## config.mk

```make
export PLATFORM = sky130hd
export DESIGN_NAME = univ_shift_reg_flat
export DESIGN_NICKNAME = d
export VERILOG_FILES = /design/src/rtl/univ_shift_reg_if.sv /design/src/rtl/univ_shift_reg.sv /design/src/flat_wrapper.sv
export SDC_FILE = /design/constraint.sdc
export NUM_CORES = 1
export LEC_CHECK = 0
export BUFFER_PORTS_ARGS = -buffer_cell sky130_fd_sc_hd__buf_4
export CORE_UTILIZATION = 35
export CTS_BUF_LIST = sky130_fd_sc_hd__clkbuf_8
export DETAILED_ROUTE_END_ITERATION = 16
export HOLD_SLACK_MARGIN = 0.1
export SYNTH_ARGS = -nofsm -noshare
export SYNTH_HDL_FRONTEND = slang
export SYNTH_SLANG_ARGS = --single-unit
```

## constraint.sdc

```tcl
create_clock -name clk -period 2.7 [get_ports clk]
set_clock_uncertainty 0.1 [all_clocks]
set_input_delay 0.81 -clock clk [delete_from_list [all_inputs] [get_ports clk]]
set_output_delay 0.81 -clock clk [all_outputs]
set_load 0.01 [all_outputs]
```

## src/rtl/univ_shift_reg_if.sv

```systemverilog
// Bus bundle for the universal shift register: control, serial/parallel data in,
// register contents, serial ends and fill status out.
interface univ_shift_reg_if #(
    parameter int WIDTH = 8
);
    localparam int CW = $clog2(WIDTH + 1);

    logic             en;
    logic             clr;
    logic [1:0]       mode;
    logic             sin_l;
    logic             sin_r;
    logic [WIDTH-1:0] pdata;
    logic [WIDTH-1:0] q;
    logic             sout_l;
    logic             sout_r;
    logic [CW-1:0]    count;
    logic             full;
    logic             done;

    modport master (
        output en, clr, mode, sin_l, sin_r, pdata,
        input  q, sout_l, sout_r, count, full, done
    );

    modport slave (
        input  en, clr, mode, sin_l, sin_r, pdata,
        output q, sout_l, sout_r, count, full, done
    );
endinterface

```

## src/rtl/univ_shift_reg.sv

```systemverilog
// Universal shift register (hold/shift-right/shift-left/load) with saturating fill count and done pulse.
// One-cycle latency for q/count/full/done; serial ends are combinational from q; no backpressure.
module univ_shift_reg #(
    parameter int WIDTH = 8
) (
    input  logic            clk,
    input  logic            reset,
    univ_shift_reg_if.slave bus
);
    localparam int CW = $clog2(WIDTH + 1);
    localparam logic [CW-1:0] CNT_FULL = CW'(WIDTH);
    localparam logic [CW-1:0] CNT_LAST = CW'(WIDTH - 1);

    localparam logic [1:0] MODE_HOLD  = 2'b00;
    localparam logic [1:0] MODE_SHR   = 2'b01;
    localparam logic [1:0] MODE_SHL   = 2'b10;
    localparam logic [1:0] MODE_LOAD  = 2'b11;

    logic [WIDTH-1:0] q_r;
    logic [CW-1:0]    count_r;
    logic             done_r;

    logic [CW-1:0]    count_shift;
    logic             done_shift;

    // Shifting counts words, not bits beyond a word: saturate so full stays asserted.
    assign count_shift = (count_r == CNT_FULL) ? count_r : count_r + CW'(1);
    assign done_shift  = (count_r == CNT_LAST);

    always_ff @(posedge clk or posedge reset) begin
        if (reset) begin
            q_r     <= '0;
            count_r <= '0;
            done_r  <= 1'b0;
        end else if (bus.clr) begin
            q_r     <= '0;
            count_r <= '0;
            done_r  <= 1'b0;
        end else if (!bus.en) begin
            done_r  <= 1'b0;
        end else begin
            case (bus.mode)
                MODE_SHR: begin
                    q_r     <= {bus.sin_l, q_r[WIDTH-1:1]};
                    count_r <= count_shift;
                    done_r  <= done_shift;
                end
                MODE_SHL: begin
                    q_r     <= {q_r[WIDTH-2:0], bus.sin_r};
                    count_r <= count_shift;
                    done_r  <= done_shift;
                end
                MODE_LOAD: begin
                    q_r     <= bus.pdata;
                    count_r <= CNT_FULL;
                    done_r  <= 1'b0;
                end
                MODE_HOLD: begin
                    done_r  <= 1'b0;
                end
                default: begin
                    done_r  <= 1'b0;
                end
            endcase
        end
    end

    assign bus.q      = q_r;
    assign bus.sout_l = q_r[WIDTH-1];
    assign bus.sout_r = q_r[0];
    assign bus.count  = count_r;
    assign bus.full   = (count_r == CNT_FULL);
    assign bus.done   = done_r;
endmodule

```

## src/flat_wrapper.sv

```systemverilog
// flat-port wrapper written by rule: the top's interface ports become plain ports
module univ_shift_reg_flat 
#(
    parameter int WIDTH = 8
)
  (clk, reset, bus_en, bus_clr, bus_mode, bus_sin_l, bus_sin_r, bus_pdata, bus_q, bus_sout_l, bus_sout_r, bus_count, bus_full, bus_done);
  univ_shift_reg_if #(.WIDTH(WIDTH)) bus_i ();
  input  logic clk;
  input  logic reset;
  input wire logic [$bits(bus_i.en)-1:0] bus_en;
  input wire logic [$bits(bus_i.clr)-1:0] bus_clr;
  input wire logic [$bits(bus_i.mode)-1:0] bus_mode;
  input wire logic [$bits(bus_i.sin_l)-1:0] bus_sin_l;
  input wire logic [$bits(bus_i.sin_r)-1:0] bus_sin_r;
  input wire logic [$bits(bus_i.pdata)-1:0] bus_pdata;
  output wire logic [$bits(bus_i.q)-1:0] bus_q;
  output wire logic [$bits(bus_i.sout_l)-1:0] bus_sout_l;
  output wire logic [$bits(bus_i.sout_r)-1:0] bus_sout_r;
  output wire logic [$bits(bus_i.count)-1:0] bus_count;
  output wire logic [$bits(bus_i.full)-1:0] bus_full;
  output wire logic [$bits(bus_i.done)-1:0] bus_done;
  assign bus_i.en = bus_en;
  assign bus_i.clr = bus_clr;
  assign bus_i.mode = bus_mode;
  assign bus_i.sin_l = bus_sin_l;
  assign bus_i.sin_r = bus_sin_r;
  assign bus_i.pdata = bus_pdata;
  assign bus_q = bus_i.q;
  assign bus_sout_l = bus_i.sout_l;
  assign bus_sout_r = bus_i.sout_r;
  assign bus_count = bus_i.count;
  assign bus_full = bus_i.full;
  assign bus_done = bus_i.done;
  univ_shift_reg #(.WIDTH(WIDTH)) u_core (.clk(clk), .reset(reset), .bus(bus_i));
endmodule
```

=== Yosys cells after proc, flatten, opt, wreduce, memory -nomap -nowiden ===
Index checks and enable logic that the tools add are counted.

* $add $sub $neg: 1
* Equality and inequality tests: 6
* Muxes and demuxes: 10
* Reductions and logical operators: 8

{| class="wikitable"
|+ Operators with widths
! cell !! count
|-
| 8-bit one-hot mux with 3 select lines || 1
|-
| 8-bit two-way mux || 2
|-
| 4-bit two-way mux || 3
|-
| 4-bit one-hot mux with 2 select lines || 1
|-
| 4-bit by 1-bit adder with 4-bit output (second input constant) || 1
|-
| 2-bit equality test (second input constant) || 2
|-
| 4-bit by 3-bit equality test with 1-bit output (second input constant) || 1
|-
| 4-bit equality test (second input constant) || 1
|-
| 4-bit nonzero test || 1
|-
| 2-bit OR reduction || 2
|-
| 3-bit inequality test (second input constant) || 1
|-
| 3-bit AND reduction || 1
|-
| 3-bit nonzero test || 1
|-
| 2-bit by 1-bit equality test with 1-bit output (second input constant) || 1
|-
| 2-bit zero test || 1
|-
| 1-bit two-way mux || 2
|-
| 1-bit one-hot mux with 2 select lines || 1
|-
| 2-bit AND reduction || 1
|-
| 2-bit nonzero test || 1
|}

* Bits in registers: 13
* Input bits: 16
* Word-level logic and storage cells: 28

=== Longest topological paths before layout ===
Gate-level depths: netlist of the first run.

* Word-level depth: 5
* Mapped depth: 7

=== Least setup slack after synthesis of the first run ===
No wires, ideal clock.

* Path kind: input-to-reg
* Start: input bus_mode[0]
* End: register u_core.q_r[0], in the netlist u_core.bus.q[0]
* Setup time: 0.083 ns
* Arrival time: 1.866 ns
* Setup slack: 0.651 ns
* Cell stages on the path: 7
* Path through: inv_1 -> ha_1 -> buf_6 -> or3_4 -> a21oi_4 -> nand2_1 -> o21ai_0

* Longest elaborated chain between the ends: 4
* Elaborated cells between the ends (all ways): 8
* Classes of those cells: eq/ne: 3; mux: 3; reduce/logical: 2

{| class="wikitable"
|+ RTL lines
! element !! RTL line !! source
|-
| from (decl) || flat_wrapper.sv:12 || <nowiki>input wire logic [$bits(bus_i.mode)-1:0] bus_mode;</nowiki>
|-
| 2-bit equality test / 2-bit by 1-bit equality test with 1-bit output (equally long branches) || univ_shift_reg.sv:42 || <nowiki>case (bus.mode)</nowiki>
|-
| 8-bit one-hot mux with 3 select lines || univ_shift_reg.sv:42 ||
|-
| 8-bit two-way mux || univ_shift_reg.sv:39 || <nowiki>end else if (!bus.en) begin</nowiki>
|-
| 8-bit two-way mux || univ_shift_reg.sv:35 || <nowiki>end else if (bus.clr) begin</nowiki>
|-
| to (signal assigned) || univ_shift_reg.sv:44 || <nowiki>q_r <= {bus.sin_l, q_r[WIDTH-1:1]};</nowiki>
|-
| to (signal assigned) || univ_shift_reg.sv:49 || <nowiki>q_r <= {q_r[WIDTH-2:0], bus.sin_r};</nowiki>
|-
| to (signal assigned) || univ_shift_reg.sv:54 || <nowiki>q_r <= bus.pdata;</nowiki>
|-
| to (decl) || univ_shift_reg.sv:19 || <nowiki>logic [WIDTH-1:0] q_r;</nowiki>
|}

Several ways; a longest one is shown, not always the timed one. The select of a mux whose other input is x is not followed.
A chain may end at the register's enable or synchronous reset.

=== Final worst setup path of the first run ===
* Start: register u_core.count_r[0], in the netlist u_core.bus.count[0]
* End: output bus_full

* Longest elaborated chain between the ends: 1

{| class="wikitable"
|+ RTL lines
! element !! RTL line !! source
|-
| from (decl) || univ_shift_reg.sv:20 || <nowiki>logic [CW-1:0] count_r;</nowiki>
|-
| from (signal assigned) || univ_shift_reg.sv:45 || <nowiki>count_r <= count_shift;</nowiki>
|-
| from (signal assigned) || univ_shift_reg.sv:50 || <nowiki>count_r <= count_shift;</nowiki>
|-
| 4-bit equality test || univ_shift_reg.sv:72 || <nowiki>assign bus.full = (count_r == CNT_FULL);</nowiki>
|-
| to (decl) || flat_wrapper.sv:20 || <nowiki>output wire logic [$bits(bus_i.full)-1:0] bus_full;</nowiki>
|}

Every way passes these cells.

==> run_results.csv, run 1 <==
group,metric,value,unit
status,status,"finished clean",
synthesis,syn_area_per_cell,9.30,sq um
synthesis,synth_area,810,sq um
synthesis,synth-async-reset-ratio,100,%
clock_tree,htreeDepth,1,
power,power_frac_comb,20.3,%
global_route,grt_overflow_total,0,
floorplanning,initial_core_util,37.0,%
clock_tree,numCtsBuffers,3,
setup_path,required,1.79,ns
floorplanning,num_rows,17,
routing,wl_per_cell,13.0,microns
synthesis,seq_area_frac_synth,40.2,%
synthesis,synth.most_common_cell,"dfrtp_1",
clock_tree,cts_max_path_buffers,2,
power,powerDensity,429,nW/um^2
sta,fmax,473,MHz
power,total_power,0.472,mW
synthesis,ys.flop_type,"dfrtp_1",
clock_tree,hold_buffers,0,
sta,tightest_slew,0.524,ns
cells_and_area,area_growth,35.9,%
global_route,first_global_vias,768,
synthesis,ys_ff_latch,13,
power,switchingPower,0.122,mW
synthesis,synth_commonest_cells,"dfrtp_1, a21oi_1, nand2_1",
setup_path,start_kind,"register",
cells_and_area,drive_gt1_share,37.8,%
routing,drtIter0Drc,23,
clock_tree,cts_setup_buffers,0,
clock_tree,cts_sinks,13,
routing,via_count,771,
min_path,hp-class,"reg2reg",
sta,setup_violations,0,
power,max-vdd-ir-drop,238,uV
synthesis,synth_area_leader_cell,"dfrtp_1",
sta,finalHoldViolations,0,
power,power.internal,0.350,mW
power,p_leak,0.547,nW
clock_tree,cts_resized,0,
synthesis,synthTopCellsByArea,"dfrtp_1, a22o_2, ha_1, a21oi_1, o21ai_0",
setup_path,path_class,"reg2out",
routing,final_antenna_net_count,0,
sta,post-route-min-period,2.11,ns
routing,first_pass_iters,4,
sta,slew_headroom,65.0,%
routing,via_per_inst,5.24,
clock_tree,cts-root-buf,"clkbuf_8",
global_route,grt_first_pass_wirelength,3.38,mm
job,maxCapViolCount,0,
cells_and_area,final_nets,142,
global_route,grt_start_max_net_pins,14,
setup_path,cp-end-kind,"output pin",
synthesis,yosysWarnings,0,
synthesis,synth_edf_count,0,
setup_path,crit_arrival,1.20,ns
placed_design,gp_congestion,0.760,
floorplanning,io_pins,32,
sta,drv_slew,0,
clock_tree,clk_latency,0.24,ns
sta,grt_setup_unrepaired,"no",
synthesis,yosys.area.top_type_share,40.2,%
placed_design,port_buffers,31,
power,swShare,25.8,%
routing,drt_wl_total,1.91,mm
clock_tree,clk_pin_slew,0.05,ns
setup_path,crit_fanout,6,
floorplanning,dieArea,2510,sq um
routing,drc,0,
floorplanning,chipHeight,50.1,microns
clock_tree,cts_tree,"done",
power,clkPwrFrac,35.2,%
global_route,antenna_found_initial,0,
cells_and_area,final.fill_count,215,
floorplanning,die_w,50.1,microns
setup_path,r2r_cells,6,
power,p_seq_share,44.5,%
cells_and_area,diodes,0,
synthesis,postSynthCellCount,87,
placed_design,postPlaceCellArea,1050,sq um
floorplanning,core,2190,sq um
sta,period_share,78.3,%
min_path,hold_depth,2,
global_route,grt_usage,17.7,%
cells_and_area,fin_area,1100,sq um
synthesis,ys_types,24,
synthesis,synth_fp_nets,109,
placed_design,dpl.hpwl,1.45,mm
sta,setup_tns,0,ns
==> cells by family (layout without fill, tap and decap cells) <==
group | count (synthesis) | count (layout) | synth area share (%)
flops | 13 | 13 | 40.2
mux | 1 | 1 | 1.24
buf+inv | 10 | 42 | 6.49
compound gates | 31 | 31 | 27.2
simple gates | 26 | 26 | 15.6
fa+ha+maj | 6 | 6 | 9.27
==> state kept, by name, summed over array words and instances, names as in the netlist <==
register / flops
u_core.bus.q: 8
u_core.bus.count: 4
u_core.bus.done: 1
==> placed cells by master, fill, tap and decap left out, drive strengths merged, types with 2 or more instances in the layout <==
| cell | instances |
|---|---|
| clkbuf | 3 |
| dfrtp | 13 |
| ha | 6 |
| a22o | 8 |
| nor2 | 6 |
| nand3 | 2 |
| nand2b | 3 |
| o21ai | 8 |
| inv | 7 |
| nand2 | 10 |
| a21oi | 11 |
| buf | 32 |
==> layer usage <==
metal / GRT usage (%) / routed length [microns] / vias up
met2: 31.3 / 963 / 29
li1: - / - / 375
met5: 0 / 0 / -
met3: 2.78 / 108 / 0
met1: 21.3 / 837 / 367
met4: 5.71 / 0 / 0
==> cell type report <==
type | count | area (sq um) | share of cell area, %
inverter | 6 | 22.5 | 2.05
sequential | 13 | 325 | 29.6
clock buffer | 3 | 41.3 | 3.75
timing repair buffer | 32 | 240 | 21.8
clock inverter | 1 | 3.75 | 0.341
multi-input combinational | 64 | 432 | 39.2
tap | 28 | 35.0 | 3.19
==> stage by stage <==
| stage | hold slack [ns] | setup slack [ns] | instances | utilization (%) |
|---|---|---|---|---|
| detailed placement | 0.437 | 0.388 | 143 | 48.1 |
| CTS | 0.450 | 0.566 | 147 | 50.2 |
| global route | 0.499 | 0.446 | 147 | 50.2 |
| global placement | 0.435 | 0.407 | 143 | 48.1 |
| floorplan | 0.450 | 0.651 | 87 | - |
| finish | 0.450 | 0.586 | 147 | 50.2 |
==> critical path: stages (launching register included) <==
cell,delay [ns]
dfrtp_1,0.43
inv_1,0.07
ha_1,0.20
nand2_1,0.08
nor2_1,0.04
buf_4,0.14
==> path summary, 6_finish.rpt <==
kind	start	slack (ns)	end
max in group asynchronous	reset	1.64	u_core.bus.q[4]$_DFFE_PP0P_
max	u_core.bus.count[0]$_DFFE_PP0P_	0.59	bus_full
min	u_core.bus.q[2]$_DFFE_PP0P_	0.45	u_core.bus.q[2]$_DFFE_PP0P_
min in group asynchronous	reset	0.51	u_core.bus.count[1]$_DFFE_PP0P_
max reg2reg	u_core.bus.count[0]$_DFFE_PP0P_	1.08	u_core.bus.count[2]$_DFFE_PP0P_
min reg2reg	u_core.bus.q[2]$_DFFE_PP0P_	0.45	u_core.bus.q[2]$_DFFE_PP0P_
==> power groups by stage <==
stage          combinational (mW)  clock [mW]  sequential [mW]
5_1_grt                     0.107       0.185            0.212
6_report                   0.0958       0.166            0.210
3_3_place_gp               0.0948           0            0.214
3_5_place_dp               0.0962           0            0.214
2_1_floorplan              0.0507           0            0.215
4_1_cts                    0.0969       0.175            0.210
(Power assumes the default switching activity.)
==> run 2: changes to the inputs <==
--- a/config.mk
+++ b/config.mk
@@ -5,6 +5,7 @@
 export SDC_FILE = /design/constraint.sdc
 export NUM_CORES = 1
 export LEC_CHECK = 0
+export ABC_AREA = 1
 export BUFFER_PORTS_ARGS = -buffer_cell sky130_fd_sc_hd__buf_4
 export CORE_UTILIZATION = 35
 export CTS_BUF_LIST = sky130_fd_sc_hd__clkbuf_8
==> constraint.sdc (replaced) <==
create_clock -name clk -period 1.83 [get_ports clk]
set_clock_uncertainty 0.1 [all_clocks]
set_input_delay 0.549 -clock clk [delete_from_list [all_inputs] [get_ports clk]]
set_output_delay 0.549 -clock clk [all_outputs]
set_load 0.01 [all_outputs]
==> run_results.csv, run 2 <==
group,metric,value,unit
power,power_frac_comb,28.6,%
floorplanning,core,2480,sq um
clock_tree,hold_buffers,0,
synthesis,synth.most_common_cell,"nand2_1",
setup_path,r2r_cells,7,
cells_and_area,diodes,0,
cells_and_area,drive_gt1_share,30.3,%
floorplanning,die_w,53.2,microns
power,p_seq_share,40.3,%
placed_design,port_buffers,31,
sta,fmax,567,MHz
power,swShare,30.5,%
clock_tree,cts-root-buf,"clkbuf_8",
setup_path,reg2reg_from,"u_core.bus.count[0]$_DFFE_PP0P_",
status,status,"finished clean",
power,max-vdd-ir-drop,382,uV
sta,worst_slack,0.0668,ns
routing,drtIter0Drc,24,
power,powerDensity,659,nW/um^2
setup_path,slowest_delay,0.41,ns
clock_tree,clk_pin_slew,0.06,ns
synthesis,synth_edf_count,0,
power,p_leak,0.714,nW
synthesis,seq_area_frac_synth,35.4,%
routing,drc,0,
synthesis,synth_area_leader_cell,"dfrtp_1",
cells_and_area,post-route-util,49.8,%
setup_path,required,1.18,ns
synthesis,syn_area_per_cell,7.12,sq um
clock_tree,cts_sinks,13,
synthesis,yosys.area.top_type_share,35.4,%
synthesis,synthTopCellsByArea,"dfrtp_1, nand2_1, nand3_1, ha_1, inv_1",
routing,via_count,931,
clock_tree,htreeDepth,1,
synthesis,ys_types,18,
sta,setup_violations,0,
routing,final_antenna_net_count,0,
synthesis,synth-async-reset-ratio,100,%
clock_tree,cts_max_path_buffers,2,
sta,period_share,96.4,%
setup_path,r2r-end,"u_core.bus.count[2]$_DFFE_PP0P_",
cells_and_area,largest_register_ff_count,8,
sta,finalHoldViolations,0,
placed_design,pre_cts_slack,0.0755,ns
sta,drv_slew,0,
global_route,gr-usage-met2,26.7,%
power,power.internal,0.566,mW
routing,drt_wl_total,2.21,mm
routing,via_per_inst,4.77,
clock_tree,numCtsBuffers,3,
global_route,grtUsageMet3,2.59,%
sta,timing.hold.ws,0.239,ns
floorplanning,chipHeight,53.2,microns
global_route,grt_start_max_net_pins,14,
global_route,first_global_vias,800,
sta,tightest_slew,0.508,ns
synthesis,synth_fp_nets,151,
power,clkPwrFrac,31.0,%
synthesis,postSynthCellCount,129,
setup_path,cp_common_cell,"inv_1",
setup_path,start_kind,"register",
setup_path,crit_arrival,1.11,ns
synthesis,synth_area,918,sq um
cells_and_area,final_common_cell,"nand2_1",
power,total_power,0.814,mW
placed_design,gp_congestion,0.850,
floorplanning,io_pins,32,
synthesis,ys.flop_type,"dfrtp_1",
floorplanning,initial_core_util,37.1,%
sta,slew_headroom,66.1,%
cells_and_area,area_growth,34.5,%
setup_path,crit_fanout,3,
setup_path,critical-path-slowest-cell,"dfrtp_2",
cells_and_area,final_nets,188,
power,switchingPower,0.248,mW
setup_path,cp-end-kind,"output pin",
global_route,grt_first_pass_wirelength,3.49,mm
routing,wl_per_cell,11.4,microns
sta,post-route-min-period,1.76,ns
global_route,use_met1,23.5,%
synthesis,synth_commonest_cells,"nand2_1, nand3_1, dfrtp_1, inv_1, ha_1",
job,maxCapViolCount,0,
cells_and_area,layout_common_cells,"nand2_1, buf_4, nand3_1, inv_1, dfrtp_1",
clock_tree,cts_tree,"done",
floorplanning,dieArea,2830,sq um
synthesis,ys_ff_latch,13,
global_route,grt_usage,17.0,%
clock_tree,clk_latency,0.24,ns
synthesis,yosysWarnings,0,
setup_path,path_class,"reg2out",
placed_design,dpl.hpwl,1.65,mm
sta,setup_tns,0,ns
floorplanning,num_rows,18,
cells_and_area,final.fill_count,252,
global_route,antenna_found_initial,0,
setup_path,rrSetupSlack,0.52,ns
global_route,top_usage_layer,"met2",
setup_path,cp_cell_sequence,"inv_1 -> ha_1 -> nand3_1 -> inv_1 -> buf_4",
global_route,grt_overflow_total,0,
routing,first_pass_iters,4,
min_path,hp-class,"in2async",
sta,grt_setup_unrepaired,"no",
==> run 2: cell types whose count changed after synthesis, sizes merged, moves of 3 or more <==
cell    previous run  this run
nor2               6         3
o21ai              8         0
inv                6        15
a21oi             11         1
nand2             10        65
a22o               8         0
nand2b             3         0
nand3              2        17
==> run 2: routing by layer <==
| layer | routed length (microns) | vias up |
|---|---|---|
| met3 | 119 | 2 |
| met5 | 0 | - |
| met1 | 1060 | 429 |
| met2 | 1020 | 28 |
| met4 | 10 | 0 |
| li1 | - | 472 |
==> run 2: timing repair <==
action                                  in CTS  in global routing
gates resized for setup                      1                  0
buffers inserted                             0                  2
hold endpoints to repair                     0                  0
endpoints found under the setup margin       1                  1
==> run 2: cell type report <==
class / instances / area, sq um / share of cell area (%)
sequential: 13 / 327 / 26.4
multi-input combinational: 97 / 499 / 40.4
timing repair buffer: 36 / 270 / 21.9
clock inverter: 1 / 3.75 / 0.304
tap: 30 / 37.5 / 3.04
clock buffer: 3 / 41.3 / 3.34
inverter: 15 / 56.3 / 4.56
==> run 2: worst max path at each step <==
stage	startpoint	to	slack, ns	cells past startpoint
floorplan	bus_mode[0]	u_core.bus.q[7]$_DFFE_PP0P_	0.33	8
global placement	bus_mode[0]	u_core.bus.q[2]$_DFFE_PP0P_	0.10	6
detailed placement	bus_mode[0]	u_core.bus.q[6]$_DFFE_PP0P_	0.08	7
CTS	u_core.bus.count[1]$_DFFE_PP0P_	bus_full	0.009	5
global route	u_core.bus.count[1]$_DFFE_PP0P_	bus_full	0.007	5
finish	u_core.bus.count[1]$_DFFE_PP0P_	bus_full	0.07	5
==> run 2: power by group through the flow <==
stage               registers [mW]  clock network, mW  logic (mW)
finish                       0.328              0.253       0.233
global route                 0.331              0.269       0.261
CTS                          0.332              0.254       0.221
detailed placement           0.336                  0       0.220
global placement             0.335                  0       0.217
floorplan                    0.344                  0       0.115
==> run 2: logic make-up after synthesis <==
logic type      Yosys count  share of synthesized area, %
fa+ha+maj                 6                          8.17
compound gates            2                          2.86
simple gates             89                          43.3
flops                    13                          35.4
buf+inv                  19                          10.2
==> run 2: worst max-delay path, delay by kind of cell (launching register included) <==
family / cells / cell delay, ns
buffers and inverters: 3 / 0.24
and+or+nand+nor: 1 / 0.10
adders and majority gates: 1 / 0.14
DFF: 1 / 0.41
==> run 2: through the flow <==
step	area, sq um	cells
after global routing	1230	195
final	1230	195
after global placement	1170	189
after detailed placement	1170	189
after CTS	1220	193
after floorplan	918	129
